<file path="config.mk">
export PLATFORM = sky130hd
export DESIGN_NAME = strobe_spi_master
export DESIGN_NICKNAME = d
export VERILOG_FILES = /design/src/rtl/spi_pkg.sv /design/src/rtl/spi_shift_pair.sv /design/src/rtl/strobe_spi_master.sv
export SDC_FILE = /design/constraint.sdc
export NUM_CORES = 1
export LEC_CHECK = 0
export CORE_MARGIN = 2
export CORE_UTILIZATION = 58
export CTS_CLUSTER_SIZE = 24
export DETAILED_ROUTE_END_ITERATION = 8
export PLACE_DENSITY = 0.84
export SLEW_MARGIN = 20
export SYNTH_ARGS = -nofsm -noshare
export SYNTH_HDL_FRONTEND = slang
export SYNTH_SLANG_ARGS = --single-unit
export TNS_END_PERCENT = 100
</file>
<file path="constraint.sdc">
create_clock -name clk -period 3.07 [get_ports clk]
set_input_delay 0.614 -clock clk [delete_from_list [all_inputs] [get_ports clk]]
set_output_delay 0.614 -clock clk [all_outputs]
set_load 0.03 [all_outputs]
</file>
<file path="src/rtl/spi_pkg.sv">
// Shared types and defaults for the strobe-paced SPI command master.
package spi_pkg;

  typedef enum logic [2:0] {
    IDLE  = 3'd0,
    SETUP = 3'd1,
    SHIFT = 3'd2,
    HOLD  = 3'd3,
    GAP   = 3'd4
  } state_t;

  localparam int WORD_W_DEF    = 16;
  localparam int GAP_TICKS_DEF = 2;
  localparam int GAP_CW        = 4;

  function automatic int tick_w(input int word_w);
    return $clog2(2 * word_w);
  endfunction

endpackage

</file>
<file path="src/rtl/spi_shift_pair.sv">
// TX/RX shift registers for one SPI frame; pacing lives in the parent.
module spi_shift_pair #(
  parameter int WORD_W = 16
) (
  input  logic              clk,
  input  logic              rstb,
  input  logic              load,
  input  logic [WORD_W-1:0] ld_data,
  input  logic              shift_tx,
  input  logic              sample_rx,
  input  logic              miso,
  output logic              tx_msb,
  output logic [WORD_W-1:0] rx_word
);

  logic [WORD_W-1:0] tx_q;

  always_ff @(posedge clk or negedge rstb) begin
    if (!rstb) begin
      tx_q    <= '0;
      rx_word <= '0;
    end else if (load) begin
      tx_q    <= ld_data;
      rx_word <= '0;
    end else begin
      if (shift_tx)
        tx_q <= {tx_q[WORD_W-2:0], 1'b0};
      if (sample_rx)
        rx_word <= {rx_word[WORD_W-2:0], miso};
    end
  end

  assign tx_msb = tx_q[WORD_W-1];

endmodule

</file>
<file path="src/rtl/strobe_spi_master.sv">
// Strobe-paced SPI mode-0 command master: one strobe per SCLK half-period.
module strobe_spi_master
  import spi_pkg::*;
#(
  parameter int WORD_W    = WORD_W_DEF,
  parameter int GAP_TICKS = GAP_TICKS_DEF
) (
  input  logic              clk,
  input  logic              rstb,
  input  logic              stb,
  input  logic [WORD_W-1:0] cmd_data,
  input  logic              cmd_valid,
  output logic              cmd_ready,
  output logic [WORD_W-1:0] rsp_data,
  output logic              rsp_valid,
  output logic              busy,
  output logic              csb,
  output logic              sclk,
  output logic              mosi,
  input  logic              miso
);

  localparam int TW = tick_w(WORD_W);
  localparam logic [TW-1:0] LAST_TICK = TW'(2 * WORD_W - 1);
  localparam logic [GAP_CW-1:0] GAP_LD = GAP_CW'(GAP_TICKS);

  state_t state_q, state_d;
  logic [TW-1:0] tick_q, tick_d;
  logic [GAP_CW-1:0] gap_q, gap_d;
  logic csb_d, sclk_d, mosi_d;
  logic ready_d, busy_d, rvalid_d;
  logic [WORD_W-1:0] rdata_d;
  logic load, shift_tx, sample_rx, tx_msb;
  logic [WORD_W-1:0] rx_word;

  spi_shift_pair #(.WORD_W(WORD_W)) u_sr (
    .clk      (clk),
    .rstb     (rstb),
    .load     (load),
    .ld_data  (cmd_data),
    .shift_tx (shift_tx),
    .sample_rx(sample_rx),
    .miso     (miso),
    .tx_msb   (tx_msb),
    .rx_word  (rx_word)
  );

  // Reset lands in GAP so CSB is guaranteed high for a full gap.
  always_ff @(posedge clk or negedge rstb) begin
    if (!rstb) begin
      state_q   <= GAP;
      tick_q    <= '0;
      gap_q     <= GAP_LD;
      csb       <= 1'b1;
      sclk      <= 1'b0;
      mosi      <= 1'b0;
      cmd_ready <= 1'b0;
      busy      <= 1'b0;
      rsp_valid <= 1'b0;
      rsp_data  <= '0;
    end else begin
      state_q   <= state_d;
      tick_q    <= tick_d;
      gap_q     <= gap_d;
      csb       <= csb_d;
      sclk      <= sclk_d;
      mosi      <= mosi_d;
      cmd_ready <= ready_d;
      busy      <= busy_d;
      rsp_valid <= rvalid_d;
      rsp_data  <= rdata_d;
    end
  end

  always_comb begin
    state_d   = state_q;
    tick_d    = tick_q;
    gap_d     = gap_q;
    csb_d     = csb;
    sclk_d    = sclk;
    mosi_d    = mosi;
    ready_d   = cmd_ready;
    busy_d    = busy;
    rvalid_d  = 1'b0;
    rdata_d   = rsp_data;
    load      = 1'b0;
    shift_tx  = 1'b0;
    sample_rx = 1'b0;
    unique case (state_q)
      IDLE: begin
        if (cmd_valid && cmd_ready) begin
          load    = 1'b1;
          csb_d   = 1'b0;
          mosi_d  = cmd_data[WORD_W-1];
          ready_d = 1'b0;
          busy_d  = 1'b1;
          state_d = SETUP;
        end
      end
      SETUP: begin
        if (stb) begin
          tick_d  = '0;
          state_d = SHIFT;
        end
      end
      SHIFT: begin
        if (stb) begin
          tick_d = tick_q + 1'b1;
          // TX shifts on the rise so its MSB is the next bit at the fall.
          if (!tick_q[0]) begin
            sclk_d   = 1'b1;
            shift_tx = 1'b1;
          end else begin
            sample_rx = 1'b1;
            sclk_d    = 1'b0;
            mosi_d    = tx_msb;
            if (tick_q == LAST_TICK) begin
              mosi_d  = 1'b0;
              tick_d  = '0;
              state_d = HOLD;
            end
          end
        end
      end
      HOLD: begin
        if (stb) begin
          csb_d    = 1'b1;
          rdata_d  = rx_word;
          rvalid_d = 1'b1;
          gap_d    = GAP_LD;
          state_d  = GAP;
        end
      end
      GAP: begin
        if (stb) begin
          gap_d = gap_q - 1'b1;
          if (gap_q == GAP_CW'(1)) begin
            busy_d  = 1'b0;
            ready_d = 1'b1;
            state_d = IDLE;
          end
        end
      end
      default: state_d = GAP;
    endcase
  end

endmodule

</file>
Word level (Yosys, flattened, before mapping)
Index checks and enable logic that the tools add are counted.
- bits in registers: 66
- latch bits: 0
- RAM bits: 0
- memory bits (read-only): 0
- input port bits: 21
- output and inout bits: 22
- logic and storage cells: 91
- memories: 0
- $add $sub $neg: 2
- multipliers: 0
- div/mod/pow operators: 0
- order comparisons: 0
- equality and inequality tests: 14
- shift operators: 0
- multiplexer cells: 46
- bitwise logic cells: 0
- reductions and logical operators: 17
- operator list (operator ; count):
    $mux 16 ; 4
    $mux 3 ; 8
    $mux 1 ; 21
    $mux 5 ; 4
    $ne 2x2->1 const B ; 8
    $pmux 3 s5 ; 1
    $reduce_bool 2->1 ; 7
    $pmux 5 s2 ; 1
    $reduce_and 3->1 ; 3
    $mux 4 ; 2
    $pmux 1 s2 ; 4
    $pmux 4 s2 ; 1
    $reduce_and 4->1 ; 2
    $reduce_and 8->1 ; 1
    $eq 3x2->1 const B ; 2
    $add 5x1->5 const B ; 1
    $eq 5x5->1 const B ; 1
    $eq 4x1->1 const B ; 1
    $reduce_and 2->1 ; 2
    $sub 4x1->4 const B ; 1
    $eq 3x1->1 const B ; 1
    $eq 3x3->1 const B ; 1
    $logic_not 3->1 ; 1
    $logic_and 1x1->1 ; 1

Logic depth before layout (Yosys ltp)
- depth after elaboration: 5
- depth in mapped cells: 6
- gate-level depth less buffers: 6

Cells and area by module
From an unflattened synthesis, not the netlist that was laid out.
- cells, all modules: 267
- area, all modules: 3101.7 sq um
- by module, submodules not included (module ; times used ; cells an instance ; area each (sq um) ; sequential area each (sq um)):
    strobe_spi_master ; 1 ; 146 ; 1700.4 ; 854.6
    spi_shift_pair ; 1 ; 121 ; 1401.3 ; 800.8

Worst setup path before layout
Ideal clock, no wire load.
- path kind: input -> register
- start: in stb
- end: reg mosi
- setup time: 0.125 ns
- data arrival time: 1.494 ns
- required time: 2.945 ns
- path slack: 1.451 ns
- stages on the path: 4
- path buffers: 1
- cells stage by stage: and4bb_4 > buf_6 > a22oi_4 > mux2_2
- longest elaborated chain between the ends: 2
- ends and longest elaborated chain (what ; RTL line ; text):
    start: declaration ; strobe_spi_master.sv:10 ; input logic stb,
    $ne 2x2->1 (no source line) ; - ;
    $reduce_and 4->1 (no source line) ; - ;
    end signal: assignment ; strobe_spi_master.sv:67 ; mosi <= mosi_d;
    end: declaration ; strobe_spi_master.sv:19 ; output logic mosi,
Every way passes these cells.
A chain may end at the register's enable or synchronous reset.

Final worst setup path
- start: reg csb
- end: out csb
- RTL lines (what ; RTL line ; text):
    start: declaration ; strobe_spi_master.sv:17 ; output logic csb,
    start signal: assignment ; strobe_spi_master.sv:65 ; csb <= csb_d;
No word-level cell between the ends.

==> results.json <==
{
  "outcome": "complete, no violations",
  "synth_edf_count": 0,
  "holdCritPathClass": "in -> async",
  "seq_area_frac_synth_pct": 55.4,
  "num_vias": 2041,
  "placed_area_um2": 3430,
  "drive_gt1_share_pct": 17.3,
  "n_fill_cell": 362,
  "synth.avg_cell_area_um2": 12.7,
  "fp.dieArea_um2": 5740,
  "antenna_cells": 0,
  "gp_congestion": 0.748,
  "syn_to_final_growth_pct": 21.4,
  "drtIter0Drc": 153,
  "dpl.hpwl_um": 4030,
  "async_flop_share_pct": 100,
  "dr.pass1.iters": 5,
  "hold_buffers": 0,
  "power.leakage_nw": 1.76,
  "fp.dieH_um": 75.8,
  "syn-cell-area_um2": 2990,
  "final.setup.tns_ns": 0,
  "final_area_um2": 3620,
  "drt-total-wl_um": 5780,
  "fin_total_pwr_mw": 1.65,
  "cts_resized": 0,
  "slew_violations": 0,
  "hold_viol_final": 0,
  "ioPinCount": 43,
  "cts_made_buffers": 9,
  "fmax_ghz": 0.462,
  "r2r_cells": 3,
  "synth_cells": 235,
  "wl_per_cell_um": 16.4,
  "layout.nets": 303,
  "clkTransAtPathRegs_ns": 0.07,
  "clk_path_buf_depth": 2,
  "grt_usage_pct": 22.5,
  "post-route-period-util_pct": 70.5,
  "cts_tree": "yes",
  "crit_path_max_fanout": 2,
  "drtAntennaViolNets": 0,
  "r2r_slack_ns": 1.07,
  "post_cts.repair.setup_buffers": 0,
  "ys_ff_latch": 66,
  "grt_pass1_wl_um": 9470,
  "max_cap_violations": 0,
  "slowest_stage": "clkdlybuf4s50_1",
  "via_per_inst": 5.78,
  "grt_setup_unrepaired": "false",
  "core-area_um2": 5040,
  "initial_core_util_pct": 59.2,
  "crit_type": "reg -> out",
  "worst_clock_skew_ns": 0.00812,
  "antenna_found_initial": 0,
  "grt_max_degree": 30,
  "vdd_ir_drop_max_uv": 292,
  "setup_viol": 0,
  "utilization_pct": 71.9,
  "clock_latency_ns": 0.34,
  "drc": 0,
  "grt_pass1_vias": 1946,
  "r2r-start": "state_q[2]",
  "die_w_um": 75.8,
  "worstPathRequired_ns": 2.46,
  "worstMarginPinSlew_ns": 0.629,
  "whs_ns": 0.183,
  "crit_chain": "clkdlybuf4s50_1",
  "cts_htree_levels": 3,
  "arrival_ns": 1.55,
  "cp-start-kind": "flip-flop",
  "cts.sinks": 66,
  "overflow": 0,
  "crit_path_max_incr_delay_ns": 0.68,
  "clock-root-buffer": "clkbuf_8",
  "rows": 26,
  "ys.flop_type": "dfrtp_1",
  "crit_buf_inv": 1,
  "slew_headroom_pct": 58.1,
  "io_buffer_count": 42,
  "cp_top_family": "buffers and inverters",
  "r2r-end": "mosi",
  "pwr_density_cell_nw_per_um2": 455,
  "synthesis.nets": 260,
  "period_minus_slack_ns": 2.17,
  "yosysUniqueCellTypes": 41,
  "end_kind": "primary output",
  "yosys_warnings": 0
}
-- state kept, by name, summed over array words and instances (netlist names) --
name	count
busy	1
csb	1
sclk	1
u_sr.rx_word	16
gap_q	4
state_q	3
u_sr.tx_q	16
rsp_valid	1
cmd_ready	1
rsp_data	16
tick_q	5
mosi	1
-- worst reg2reg max path: stages (launching register included) --
cell	delay [ns]
dfstp_2	0.70
and4bb_4	0.36
a22oi_4	0.44
mux2_2	0.39
-- worst max path at each step --
| stage | start | to | cells past startpoint |
|---|---|---|---|
| 2_1_floorplan | stb | mosi | 4 |
| 3_3_place_gp | stb | mosi | 4 |
| 3_5_place_dp | stb | mosi | 4 |
| 4_1_cts | csb | csb | 1 |
| 5_1_grt | csb | csb | 1 |
| 6_report | csb | csb | 1 |
-- logic make-up after synthesis --
logic type      share of synthesized area [%]
fa+ha+maj                                1.68
mux                                      8.04
simple gates                             12.2
flops                                    55.4
buf+inv                                  4.65
xor+xnor                                0.880
compound gates                           17.1
-- cell type report --
type	instances	area [um2]	share of cell area (%)
flip-flops and latches	66	1660	45.7
clock inverters	3	40.0	1.10
well taps	70	87.6	2.42
clock buffers	13	159	4.38
multi-input cells	145	1190	32.9
inverters	8	30.0	0.828
repair buffers	48	460	12.7
-- layer usage --
metal	vias to the layer above	routed length, um	share of wire, %	GRT usage (%)
met2	46	2810	49	35.2
met3	6	231	4.0	5.56
li1	964	-	-	-
met1	1025	2670	46	30.3
met5	-	0	0	0
met4	0	68	1.2	8.77
-- cell usage in the layout, fill, tap and decap left out, types with 7 or more instances in the layout --
master,instances
mux2_4,10
clkdlybuf4s50_1,41
dfrtp_1,63
a21oi_1,10
and3_1,14
a221o_1,13
o21ai_0,10
nand2_1,7
clkbuf_8,11
a22o_1,17
nand3_1,7
inv_1,8
mux2_2,8
-- power breakdown --
part | switching (mW) | internal (mW) | total, mW
Clock | 0.313 | 0.418 | 0.730
Combinational | 0.0244 | 0.0253 | 0.0497
Sequential | 0 | 0.870 | 0.870
-- per-stage QoR --
step	setup WS [ns]	std cells
global route	0.845	353
CTS	0.871	353
floorplan	1.45	235
finish	0.905	353
detailed placement	0.640	337
global placement	0.692	337
-- synthesized netlist by cell type (all sizes together), types with 2 or more instances --
library cell,number,area (um2)
a21o,4,30.0
a22o,17,149
nand2,7,26.3
ha,4,50.1
and4bb,2,28.8
a21oi,10,50.1
buf,14,101
a22oi,2,33.8
nor2b,3,18.8
mux2,18,240
a31oi,4,25.0
nor3b,2,15.0
and3,14,87.6
dfrtp,63,1580
o21ai,10,50.1
nor2,6,22.5
nand2b,2,12.5
inv,8,30.0
nand3,8,52.6
dfstp,3,78.8
nor3,3,15.0
nand4bb,3,50.1
clkbuf,2,7.51
xor2,2,17.5
a221o,13,130
or3,3,18.8
No activity file was read; power rests on OpenSTA's default activity.
